<file path="src/rtl/eth_tx_arbiter.sv">
// Frame-level round-robin arbiter in front of a single GMII transmit MAC.
// The granted lane is passed through combinationally; frames are followed by an inter-frame gap.
module eth_tx_arbiter #(
    parameter int NUM_REQ    = 4,
    parameter int IFG_CYCLES = 12,
    parameter int MAX_LEN    = 1518
) (
    input  logic                       clk,
    input  logic                       rst,
    input  logic [8*NUM_REQ-1:0]       req_data,
    input  logic [NUM_REQ-1:0]         req_valid,
    input  logic [NUM_REQ-1:0]         req_sof,
    input  logic [NUM_REQ-1:0]         req_eof,
    output logic [NUM_REQ-1:0]         req_ready,
    output logic [7:0]                 tx_data,
    output logic                       tx_valid,
    output logic                       tx_sof,
    output logic                       tx_eof,
    output logic                       tx_abort,
    input  logic                       tx_ready,
    output logic [$clog2(NUM_REQ)-1:0] grant_id,
    output logic                       busy,
    output logic                       trunc_pulse
);

    localparam int GW = $clog2(NUM_REQ);
    localparam int LW = $clog2(MAX_LEN + 1);
    localparam int IW = $clog2(IFG_CYCLES + 1);

    typedef enum logic [1:0] {
        ST_IDLE  = 2'd0,
        ST_XFER  = 2'd1,
        ST_DRAIN = 2'd2,
        ST_IFG   = 2'd3
    } state_t;

    state_t          state_r;
    logic [GW-1:0]   grant_r;
    logic [GW-1:0]   rr_ptr_r;
    logic [LW-1:0]   len_cnt_r;
    logic [IW-1:0]   ifg_cnt_r;
    logic            trunc_pulse_r;

    logic [NUM_REQ-1:0] req_s;
    logic               pick_vld_s;
    logic [GW-1:0]      pick_s;
    logic [GW-1:0]      rr_next_s;
    logic [7:0]         g_data_s;
    logic               g_valid_s;
    logic               g_sof_s;
    logic               g_eof_s;
    logic               at_max_s;
    logic               accept_s;
    logic               trunc_s;

    assign req_s      = req_valid & req_sof;
    assign pick_vld_s = |req_s;
    assign rr_next_s  = (pick_s == GW'(NUM_REQ - 1)) ? GW'(0) : pick_s + GW'(1);

    // Round-robin search; scanning downward leaves the nearest requester at or after rr_ptr.
    always_comb begin
        pick_s = rr_ptr_r;
        for (int k = NUM_REQ - 1; k >= 0; k--) begin
            pick_s = req_s[(int'(rr_ptr_r) + k) % NUM_REQ] ?
                     GW'((int'(rr_ptr_r) + k) % NUM_REQ) : pick_s;
        end
    end

    // Granted-lane mux and beat qualification.
    always_comb begin
        g_data_s  = req_data[int'(grant_r)*8 +: 8];
        g_valid_s = req_valid[grant_r];
        g_sof_s   = req_sof[grant_r];
        g_eof_s   = req_eof[grant_r];
        at_max_s  = (len_cnt_r == LW'(MAX_LEN - 1));
        accept_s  = (state_r == ST_XFER) && g_valid_s && tx_ready;
        trunc_s   = accept_s && at_max_s && !g_eof_s;
    end

    // Output drive: pass-through in XFER, swallow beats in DRAIN, idle otherwise.
    always_comb begin
        tx_data   = 8'h00;
        tx_valid  = 1'b0;
        tx_sof    = 1'b0;
        tx_eof    = 1'b0;
        tx_abort  = 1'b0;
        req_ready = '0;
        case (state_r)
            ST_XFER: begin
                tx_data            = g_data_s;
                tx_valid           = g_valid_s;
                tx_sof             = g_sof_s;
                tx_eof             = g_eof_s | (g_valid_s & at_max_s);
                tx_abort           = trunc_s;
                req_ready[grant_r] = tx_ready;
            end
            ST_DRAIN: begin
                req_ready[grant_r] = 1'b1;
            end
            default: begin
                req_ready = '0;
            end
        endcase
    end

    // Arbitration state machine, length and gap counters.
    always_ff @(posedge clk) begin
        if (rst) begin
            state_r       <= ST_IDLE;
            grant_r       <= '0;
            rr_ptr_r      <= '0;
            len_cnt_r     <= '0;
            ifg_cnt_r     <= '0;
            trunc_pulse_r <= 1'b0;
        end else begin
            trunc_pulse_r <= trunc_s;
            case (state_r)
                ST_IDLE: begin
                    if (pick_vld_s) begin
                        grant_r   <= pick_s;
                        rr_ptr_r  <= rr_next_s;
                        len_cnt_r <= '0;
                        state_r   <= ST_XFER;
                    end
                end
                ST_XFER: begin
                    if (accept_s) begin
                        if (len_cnt_r != {LW{1'b1}}) begin
                            len_cnt_r <= len_cnt_r + LW'(1);
                        end
                        if (g_eof_s) begin
                            state_r   <= ST_IFG;
                            ifg_cnt_r <= '0;
                        end else if (at_max_s) begin
                            state_r <= ST_DRAIN;
                        end
                    end
                end
                ST_DRAIN: begin
                    if (g_valid_s && g_eof_s) begin
                        state_r   <= ST_IFG;
                        ifg_cnt_r <= '0;
                    end
                end
                ST_IFG: begin
                    if (ifg_cnt_r == IW'(IFG_CYCLES - 1)) begin
                        state_r <= ST_IDLE;
                    end else begin
                        ifg_cnt_r <= ifg_cnt_r + IW'(1);
                    end
                end
                default: begin
                    state_r <= ST_IDLE;
                end
            endcase
        end
    end

    assign grant_id    = grant_r;
    assign busy        = (state_r != ST_IDLE);
    assign trunc_pulse = trunc_pulse_r;

endmodule

</file>
<file path="config.mk">
export PLATFORM = sky130hd
export DESIGN_NAME = eth_tx_arbiter
export DESIGN_NICKNAME = d
export VERILOG_FILES = /design/src/rtl/eth_tx_arbiter.sv
export SDC_FILE = /design/constraint.sdc
export NUM_CORES = 1
export LEC_CHECK = 0
export ABC_CLOCK_PERIOD_IN_PS = 4100
export BUFFER_PORTS_ARGS = -buffer_cell sky130_fd_sc_hd__buf_2
export CORE_MARGIN = 4
export CORE_UTILIZATION = 43
export CTS_BUF_LIST = sky130_fd_sc_hd__clkbuf_4 sky130_fd_sc_hd__clkbuf_8
export DETAILED_ROUTE_END_ITERATION = 8
export GPL_TIMING_DRIVEN = 0
export PLACE_DENSITY = 0.8
export SLEW_MARGIN = 20
export SYNTH_ARGS = -nofsm -noshare
export SYNTH_HDL_FRONTEND = slang
export SYNTH_SLANG_ARGS = --single-unit
export TNS_END_PERCENT = 5
</file>
<file path="constraint.sdc">
create_clock -name clk -period 4.1 [get_ports clk]
set_input_delay 0.82 -clock clk [delete_from_list [all_inputs] [get_ports clk]]
set_output_delay 0.82 -clock clk [all_outputs]
set_load 0.005 [all_outputs]
</file>
-- Word-level counts from Yosys, hierarchy flattened
Index checks and enable logic that the tools add are counted.
- latch bits: 0
- flip-flop bits (word level): 22
- output and inout port bits: 20
- bits in writable memories: 0
- word-level logic and storage cells: 106
- bits in read-only memories: 0
- bits of input ports: 47
- memories kept: 0
- div/mod/pow operators: 0
- $mul: 0
- add/sub/neg operators: 6
- bitwise operators: 7
- $lt $le $gt $ge: 6
- multiplexer cells: 46
- shift-type cells: 1
- eq/ne operators: 15
- reduce and logical (&&, ||, !) cells: 19
- operator list (cell ; count):
    2-to-1 mux 11 bit ; 3
    variable part select 32 x 6 -> 8 bit ; 1
    2-to-1 mux 2 bit ; 11
    case mux 11 bit (2 select lines) ; 1
    2-to-1 mux 4 bit ; 4
    2-to-1 mux 1 bit ; 15
    binary-select mux 1 bit (select 2 bit) ; 7
    less-than comparator 3 x 4 -> 1 bit (second input constant) ; 3
    inequality test 2 bit (second input constant) ; 6
    case mux 4 bit (3 select lines) ; 1
    adder 11 x 1 -> 11 bit (second input constant) ; 1
    equality test 11 bit (second input constant) ; 1
    inequality test 11 bit (second input constant) ; 1
    AND reduction 5 bit ; 2
    AND 4 bit ; 2
    2-to-1 mux 8 bit ; 1
    case mux 2 bit (4 select lines) ; 1
    case mux 4 bit (2 select lines) ; 1
    equality test 2 bit (second input constant) ; 3
    logical AND 1 bit ; 6
    less-than comparator 2 x 3 -> 1 bit (second input constant) ; 2
    OR reduction 2 bit ; 3
    adder 2 x 1 -> 2 bit (second input constant) ; 2
    adder 2 bit (second input constant) ; 2
    other kinds (17) ; 20

-- Logic depth before layout (Yosys ltp)
Gate-level depths: netlist (run 1).
- depth after elaboration: 12
- depth in mapped cells: 9
- mapped depth without buffers: 7

-- Least setup slack after synthesis (run 1)
No wires, ideal clock.
- path kind: input to output
- start: in req_eof[3]
- end: out tx_abort
- cell stages on the path: 2
- path slack: 1553 ps
- path buffers: 0
- arrival: 1727 ps
- data required time: 3280 ps
- path through: mux4_2 > nor4b_1
- cells in the longest elaborated chain, start to end: 5
- RTL lines (what ; RTL line ; RTL):
    start, declared ; 13 ; input logic [NUM_REQ-1:0] req_eof,
    binary-select mux 1 bit (select 2 bit) ; 74 ; g_eof_s = req_eof[grant_r];
    2-to-1 mux 1 bit (implied by the code) ; 74 ;
    zero test 1 bit ; 77 ; trunc_s = accept_s && at_max_s && !g_eof_s;
    logical AND 1 bit ; 77 ;
    2-to-1 mux 1 bit ; 88 ; case (state_r)
    end, declared ; 19 ; output logic tx_abort,
Every way passes these cells. The select of a mux whose other input is x is not followed.

-- Worst setup path in the final report (run 1)
- start: reg grant_r[0] (netlist: grant_id[0])
- end: out tx_data[6]
- cells in the longest elaborated chain, start to end: 2
- RTL lines (what ; RTL line ; RTL):
    start, declared ; 38 ; logic [GW-1:0] grant_r;
    start signal, assigned ; 120 ; grant_r <= pick_s;
    variable part select 32 x 6 -> 8 bit ; 71 ; g_data_s = req_data[int'(grant_r)*8 +: 8];
    2-to-1 mux 8 bit ; 88 ;
    end, declared ; 15 ; output logic [7:0] tx_data,
Every way passes these cells.

==> impl_metrics.yaml, run 1 <==
outcome:
  result_of_the_run: "finished clean"
critical_path:
  cp-end-kind: "output port"
  critical_path.startpoint_type: "flop"
  max_stage_delay_ns: 0.58
  critPathKind: "reg -> out"
  timing.critical_path.from: "grant_id[0]$_SDFFE_PP0P_"
  cp.arrival_ns: 2.13
  timing.critical_path.required_ns: 3.28
  critical-path-slowest-cell: "sky130_fd_sc_hd__mux4_2"
  crit-reg2reg-launch: "state_r[1]$_SDFFE_PP0P_"
  critical_path.max_fanout: 10
  timing.critical_path.cells: "buf_6, clkbuf_1, mux4_2, and2_1, buf_2"
global_route:
  globalRouteMet3Util: 0.0351
  first_global_vias: 1687
  grt.met2_usage: 0.314
  grt_first_pass_wirelength_um: 7490
  gr-usage-all-layers: 0.178
  met1_global_route_usage: 0.218
  initial_antenna_violation_count: 0
  grt_start_max_net_pins: 14
  grt_overflow_total: 0
  grt.busiest_layer: "met2"
cts:
  tritoncts_num_sinks: 22
  numCtsBuffers: 3
  worst_setup_hold_path_clk_slew_ns: 0.09
  post_cts_buffers: 0
  tritoncts_clock_tree: "done"
  clk_latency_ns: 0.27
  buffer_depth_of_the_longest_clock_path: 2
  postCtsHoldBufs: 0
  clock_tree.root_cell: "sky130_fd_sc_hd__clkbuf_8"
  post_cts_resize_count: 0
  h_tree_depth: 1
hold_path:
  hold_path_class: "reg -> reg"
  worstHoldStart: "len_cnt_r[1]$_SDFFE_PP0P_"
cells_and_area:
  syn2layout_area_growth_pct: 26.5
  multi_input_area_sq_um: 1230
  design.final.nets: 321
  antennaDiodeCount: 0
  sequential_cell_area_sq_um: 440
  n_fill_cell: 351
  post_route_cells_drive_above_1_share: 0.316
timing:
  finalHoldViolations: 0
  final_max_slew_viol_count: 0
  tns_ns: 0
  worst_slew_pin_slew_ns: 0.754
  finClkSkew_ns: 0.00794
  layout_min_cycle_time_ns: 2.95
  rsz_0062_raised_after_global_routing: "false"
  timing.final.crit_share: 0.719
  slew_headroom: 0.495
  fmax_mhz: 339
  setup-violations-final: 0
yosys:
  synth_area_per_cell_sq_um: 8.90
  mappedNetlistArea_sq_um: 1740
  syn-instance-count: 196
  synth_largest_area_cell: "sky130_fd_sc_hd__dfxtp_1"
  syn-num-nets: 250
  asyncSetResetFlopFracSynth: 0
  share_of_yosys_cell_area_claimed_by_the_top_area_cell_type: 0.253
  ys_warn_count: 0
  seq_total_area_yosys: 0.253
  yosys.cell_types.count: 51
  synth-edff-count: 0
  postSynth.topFlopCell: "sky130_fd_sc_hd__dfxtp_1"
  synth.ff_latch_count: 22
  leading_post_synthesis_cells_by_cell_area: "sky130_fd_sc_hd__dfxtp_1 (25%), sky130_fd_sc_hd__mux4_2 (9.0%), sky130_fd_sc_hd__mux4_1 (6.0%)"
job:
  max_cap_violations: 0
placed_design:
  gp_routability_congestion: 0.823
  sum_of_net_half_perimeters_after_detailed_placement_um: 3830
  port_buffers: 66
floorplan:
  initial_utilization: 0.459
  chipHeight_um: 71.7
  floorplan.rows: 22
  full_die_area_sq_um: 5140
  floorplan.core_area_sq_um: 3800
  die_width_um: 71.7
  floorplan.io_pins: 67
power_and_ir_drop:
  power_uw: 979
  powerDensity_nw_per_um2: 444
  vdd_drop_max_uv: 333
  static_leakage_uw: 0.000936
route:
  postRouteAntennaNets: 0
  via_per_inst: 5.80
  routed_wl_um: 4750
  routed-via-count: 1821
  drt_first_iter_violations: 109
  firstDrtPassIters: 4
  drc: 0
  avgRoutedWirePerCell_um: 15.1
==> per-stage QoR <==
stage / util / cells / setup slack, ns / instance area, sq um / hold WS, ns
finish: 0.581 / 314 / 1.15 / 2210 / 0.490
global route: 0.581 / 314 / 1.04 / 2210 / 0.516
CTS: 0.581 / 314 / 1.15 / 2210 / 0.492
detailed placement: 0.562 / 310 / 1.29 / 2130 / 0.477
global placement: 0.562 / 310 / 1.32 / 2130 / 0.462
floorplan: - / 196 / 1.55 / 1740 / 0.446
==> state kept, by name, indices dropped and copies added (netlist names) <==
register,count
rr_ptr_r,2
ifg_cnt_r,4
state_r,2
len_cnt_r,11
grant_id,2
trunc_pulse,1
==> cells by family after synthesis <==
family                     count (synthesis)  share of synthesized area
muxes                                     15                      0.174
xor gates and xnor gates                   2                     0.0100
and+or+nand+nor                           84                      0.270
DFF                                       22                      0.253
buffers and inverters                     18                     0.0438
adders and majority gates                  7                     0.0502
AOI/OAI and AO/OA                         48                      0.200
==> final timing paths <==
kind	end	cells past startpoint	slack (ns)
worst max-delay path	tx_data[6]	5	1.15
worst min-delay path	len_cnt_r[1]$_SDFFE_PP0P_	2	0.49
worst max register to register	len_cnt_r[7]$_SDFFE_PP0P_	8	1.70
worst min register to register	len_cnt_r[1]$_SDFFE_PP0P_	2	0.49
==> layer usage <==
layer	vias up	wire, um	part of all wire
met4	0	74	0.016
met1	876	2060	0.43
met2	43	2430	0.51
li1	893	-	-
met5	-	0	0
met3	9	180	0.038
==> worst max-delay path: cells and delay by family (launching register included) <==
family	cells	cell delay (ns)
buffers and inverters	3	0.76
multiplexers	1	0.58
flip-flops	1	0.34
AND/OR/NAND/NOR	1	0.18
==> area by class of cell <==
cell class | instances | area share
Buffer | 8 | 0.0176
Clock buffer | 3 | 0.0187
Clock inverter | 1 | 0.0136
Inverter | 10 | 0.0170
Multi-Input combinational cell | 156 | 0.556
Sequential cell | 22 | 0.200
Tap cell | 48 | 0.0272
Timing Repair Buffer | 66 | 0.150
==> cell usage in the layout, fill, tap and decap left out, types with 3 or more instances in the layout <==
master,n
sky130_fd_sc_hd__buf_2,67
sky130_fd_sc_hd__dfxtp_1,22
sky130_fd_sc_hd__nand2_1,18
sky130_fd_sc_hd__and2_1,15
sky130_fd_sc_hd__a21oi_1,11
sky130_fd_sc_hd__inv_1,10
sky130_fd_sc_hd__nor2_1,10
sky130_fd_sc_hd__o21ai_0,10
sky130_fd_sc_hd__or3_1,8
sky130_fd_sc_hd__mux4_2,7
sky130_fd_sc_hd__nand3_1,7
sky130_fd_sc_hd__ha_1,7
sky130_fd_sc_hd__clkbuf_1,5
sky130_fd_sc_hd__nand4_1,5
sky130_fd_sc_hd__mux4_1,4
sky130_fd_sc_hd__mux2i_1,4
sky130_fd_sc_hd__nor3b_1,3
sky130_fd_sc_hd__or4_1,3
sky130_fd_sc_hd__clkbuf_8,3
==> Yosys cell counts (3+ instances only) <==
| cell type | n |
|---|---|
| sky130_fd_sc_hd__ha_1 | 7 |
| sky130_fd_sc_hd__nand3_1 | 7 |
| sky130_fd_sc_hd__nand4_1 | 5 |
| sky130_fd_sc_hd__or3_1 | 8 |
| sky130_fd_sc_hd__or4_1 | 3 |
| sky130_fd_sc_hd__a21oi_1 | 11 |
| sky130_fd_sc_hd__mux4_1 | 4 |
| sky130_fd_sc_hd__and2_1 | 15 |
| sky130_fd_sc_hd__dfxtp_1 | 22 |
| sky130_fd_sc_hd__nand2_1 | 18 |
| sky130_fd_sc_hd__inv_1 | 10 |
| sky130_fd_sc_hd__mux4_2 | 7 |
| sky130_fd_sc_hd__clkbuf_1 | 5 |
| sky130_fd_sc_hd__mux2i_1 | 4 |
| sky130_fd_sc_hd__nor3b_1 | 3 |
| sky130_fd_sc_hd__nor2_1 | 10 |
| sky130_fd_sc_hd__o21ai_0 | 10 |
==> power breakdown <==
group	internal (uW)	switching, uW	total, uW
sequential	239	25.0	264
combinational	225	287	511
clock	131	73.8	204
Power figures use the tool's default switching activity.
==> run 2, diff against run 1 <==
- ABC_CLOCK_PERIOD_IN_PS: 4100 -> 2420
- PLACE_DENSITY: 0.8 -> 0.82
- clock period: 4.1 -> 2.42 ns (I/O delays scaled with it)
==> run 2 against run 1 <==
  * Cell area grew 1.2%
  * First-iteration DRC count grew 28%
  * Critical path type unchanged
  * Setup slack lost 1.0 ns
  * Register-to-register slack lost 1.4 ns
  * Highest routed layer unchanged
  * Via count shrank 1.3%
  * Sequential cell count is the same
  * Combinational power grew 74%
  * Global-route usage grew 1.2 points
  * Non-clock buffer count shrank 1
  * Worst hold slack gained 0.0081 ns
==> impl_metrics.yaml, run 2 (same netlist as run 1, synthesis figures left out) <==
power_and_ir_drop:
  static_leakage_uw: 0.000955
  vdd_drop_max_uv: 397
  powerDensity_nw_per_um2: 756
global_route:
  grt_start_max_net_pins: 14
  gr-usage-all-layers: 0.190
  first_global_vias: 1804
  grt_first_pass_wirelength_um: 7940
  initial_antenna_violation_count: 0
  grt_overflow_total: 0
floorplan:
  floorplan.core_area_sq_um: 3800
  floorplan.io_pins: 67
  die_width_um: 71.7
  chipHeight_um: 71.7
  full_die_area_sq_um: 5140
  floorplan.rows: 22
  initial_utilization: 0.459
cells_and_area:
  post_route_cells_drive_above_1_share: 0.336
  antennaDiodeCount: 0
  layout_top_registers: "len_cnt_r (11), ifg_cnt_r (4)"
  final_cell_count_no_fill: 313
  most-common-layout-cells: "sky130_fd_sc_hd__buf_2 (67), sky130_fd_sc_hd__dfxtp_1 (22), sky130_fd_sc_hd__nand2_1 (18), sky130_fd_sc_hd__and2_1 (15), sky130_fd_sc_hd__a21oi_1 (11)"
  n_fill_cell: 336
  registers.top_by_ff_count: "len_cnt_r"
  final_common_cell: "sky130_fd_sc_hd__buf_2"
  largest_register_ff_count: 11
  design.final.nets: 320
  syn2layout_area_growth_pct: 28.0
timing:
  timing.final.crit_share: 0.945
  setup-violations-final: 0
  finalHoldViolations: 0
  layout_min_cycle_time_ns: 2.29
  slew_headroom: 0.628
  tns_ns: 0
  rsz_0062_raised_after_global_routing: "false"
  final_max_slew_viol_count: 0
  worst_slew_pin_slew_ns: 0.558
  finClkSkew_ns: 0.0138
  fmax_mhz: 437
hold_path:
  hold_path_class: "reg -> reg"
placed_design:
  place.detailed.instances: 310
  sum_of_net_half_perimeters_after_detailed_placement_um: 3860
  gp_routability_congestion: 0.787
  port_buffers: 66
route:
  routed-wl-met3_um: 197
  firstDrtPassIters: 4
  drt_first_iter_violations: 139
  routed-via-count: 1797
  drc: 0
  postRouteAntennaNets: 0
  avgRoutedWirePerCell_um: 15.4
  routed_wl_um: 4810
  routed.top_layer: "met4"
  via_per_inst: 5.74
  detailroute.wirelength.met2_um: 2620
  routed_length_on_met1_um: 1960
cts:
  tritoncts_num_sinks: 22
  clock_tree.root_cell: "sky130_fd_sc_hd__clkbuf_8"
  numCtsBuffers: 3
  worst_setup_hold_path_clk_slew_ns: 0.09
  h_tree_depth: 1
  post_cts_buffers: 0
  tritoncts_clock_tree: "done"
  clk_latency_ns: 0.27
  buffer_depth_of_the_longest_clock_path: 2
outcome:
  result_of_the_run: "finished clean"
critical_path:
  critPathKind: "reg -> out"
  worst_path_dominant_cell_family: "multiplexers"
  critical_path.startpoint_type: "flop"
  max_stage_delay_ns: 0.51
  cp-end-kind: "output port"
  critical_path.max_fanout: 10
  timing.critical_path.required_ns: 1.94
  cp.arrival_ns: 1.80
  critical_path_buf_inv_count: 3
  timing.critical_path.cells: "buf_6, clkbuf_4, mux4_2, and2_1, buf_2"
  critical-path-slowest-cell: "sky130_fd_sc_hd__mux4_2"
job:
  max_cap_violations: 0
-- run 2: cell types whose count changed in the layout (fill, tap and decap cells not counted), sizes merged --
cell,change
buf,-1
-- run 2: metrics by stage --
step	total power [uW]	hold WS [ns]	setup slack, ns	util	instance area [sq um]
after floorplan	1060	0.446	0.380	-	1740
after global placement	1290	0.464	0.0467	0.562	2130
after detailed placement	1320	0.476	0.000896	0.562	2130
after CTS	1680	0.495	0.0472	0.583	2210
after global routing	1810	0.514	0.0168	0.588	2230
final	1690	0.498	0.133	0.588	2230
-- run 2: worst paths after layout --
kind	startpoint	endpoint	slack (ns)	cells after the start
min	len_cnt_r[10]$_SDFFE_PP0P_	len_cnt_r[10]$_SDFFE_PP0P_	0.50	1
min reg2reg	len_cnt_r[10]$_SDFFE_PP0P_	len_cnt_r[10]$_SDFFE_PP0P_	0.50	1
max reg2reg	state_r[0]$_SDFFE_PP0P_	len_cnt_r[7]$_SDFFE_PP0P_	0.28	7
max	grant_id[0]$_SDFFE_PP0P_	tx_data[5]	0.13	5
-- run 2: worst register-to-register path: cells and delay by family (launching register included) --
kind                       cells  cell delay (ns)
adders and majority gates      1             0.39
buffers and inverters          2             0.29
and+or+nand+nor                1             0.16
AOI/OAI and AO/OA              3             0.86
DFF                            1             0.35
-- run 2: layer usage --
| layer | track usage | up-vias |
|---|---|---|
| met5 | 0 | - |
| met4 | 0.0376 | 0 |
| met3 | 0.0393 | 4 |
| met2 | 0.365 | 36 |
| met1 | 0.214 | 865 |
| li1 | - | 892 |
-- run 2: timing repair --
action                                  in CTS  in global routing
endpoints found under the setup margin       5                 15
hold endpoints to repair                     0                  0
pin swaps                                    0                  0
resized for setup                            2                  6
cloned                                       0                  0
hold buffers                                 0                  0
-- run 2: power breakdown --
part	switching [uW]	internal, uW	total, uW
clock network	127	221	348
logic	496	392	888
registers	47.3	405	452
-- run 2: area by class of cell --
class,count,area [sq um],share of cell area
plain buffers,7,40.0,0.0179
well taps,48,60.1,0.0269
multi-input cells,156,1250,0.561
repair buffers,66,330,0.148
flip-flops and latches,22,440,0.197
clock inverters,1,30.0,0.0134
inverters,10,37.5,0.0168
clock buffers,3,41.3,0.0185
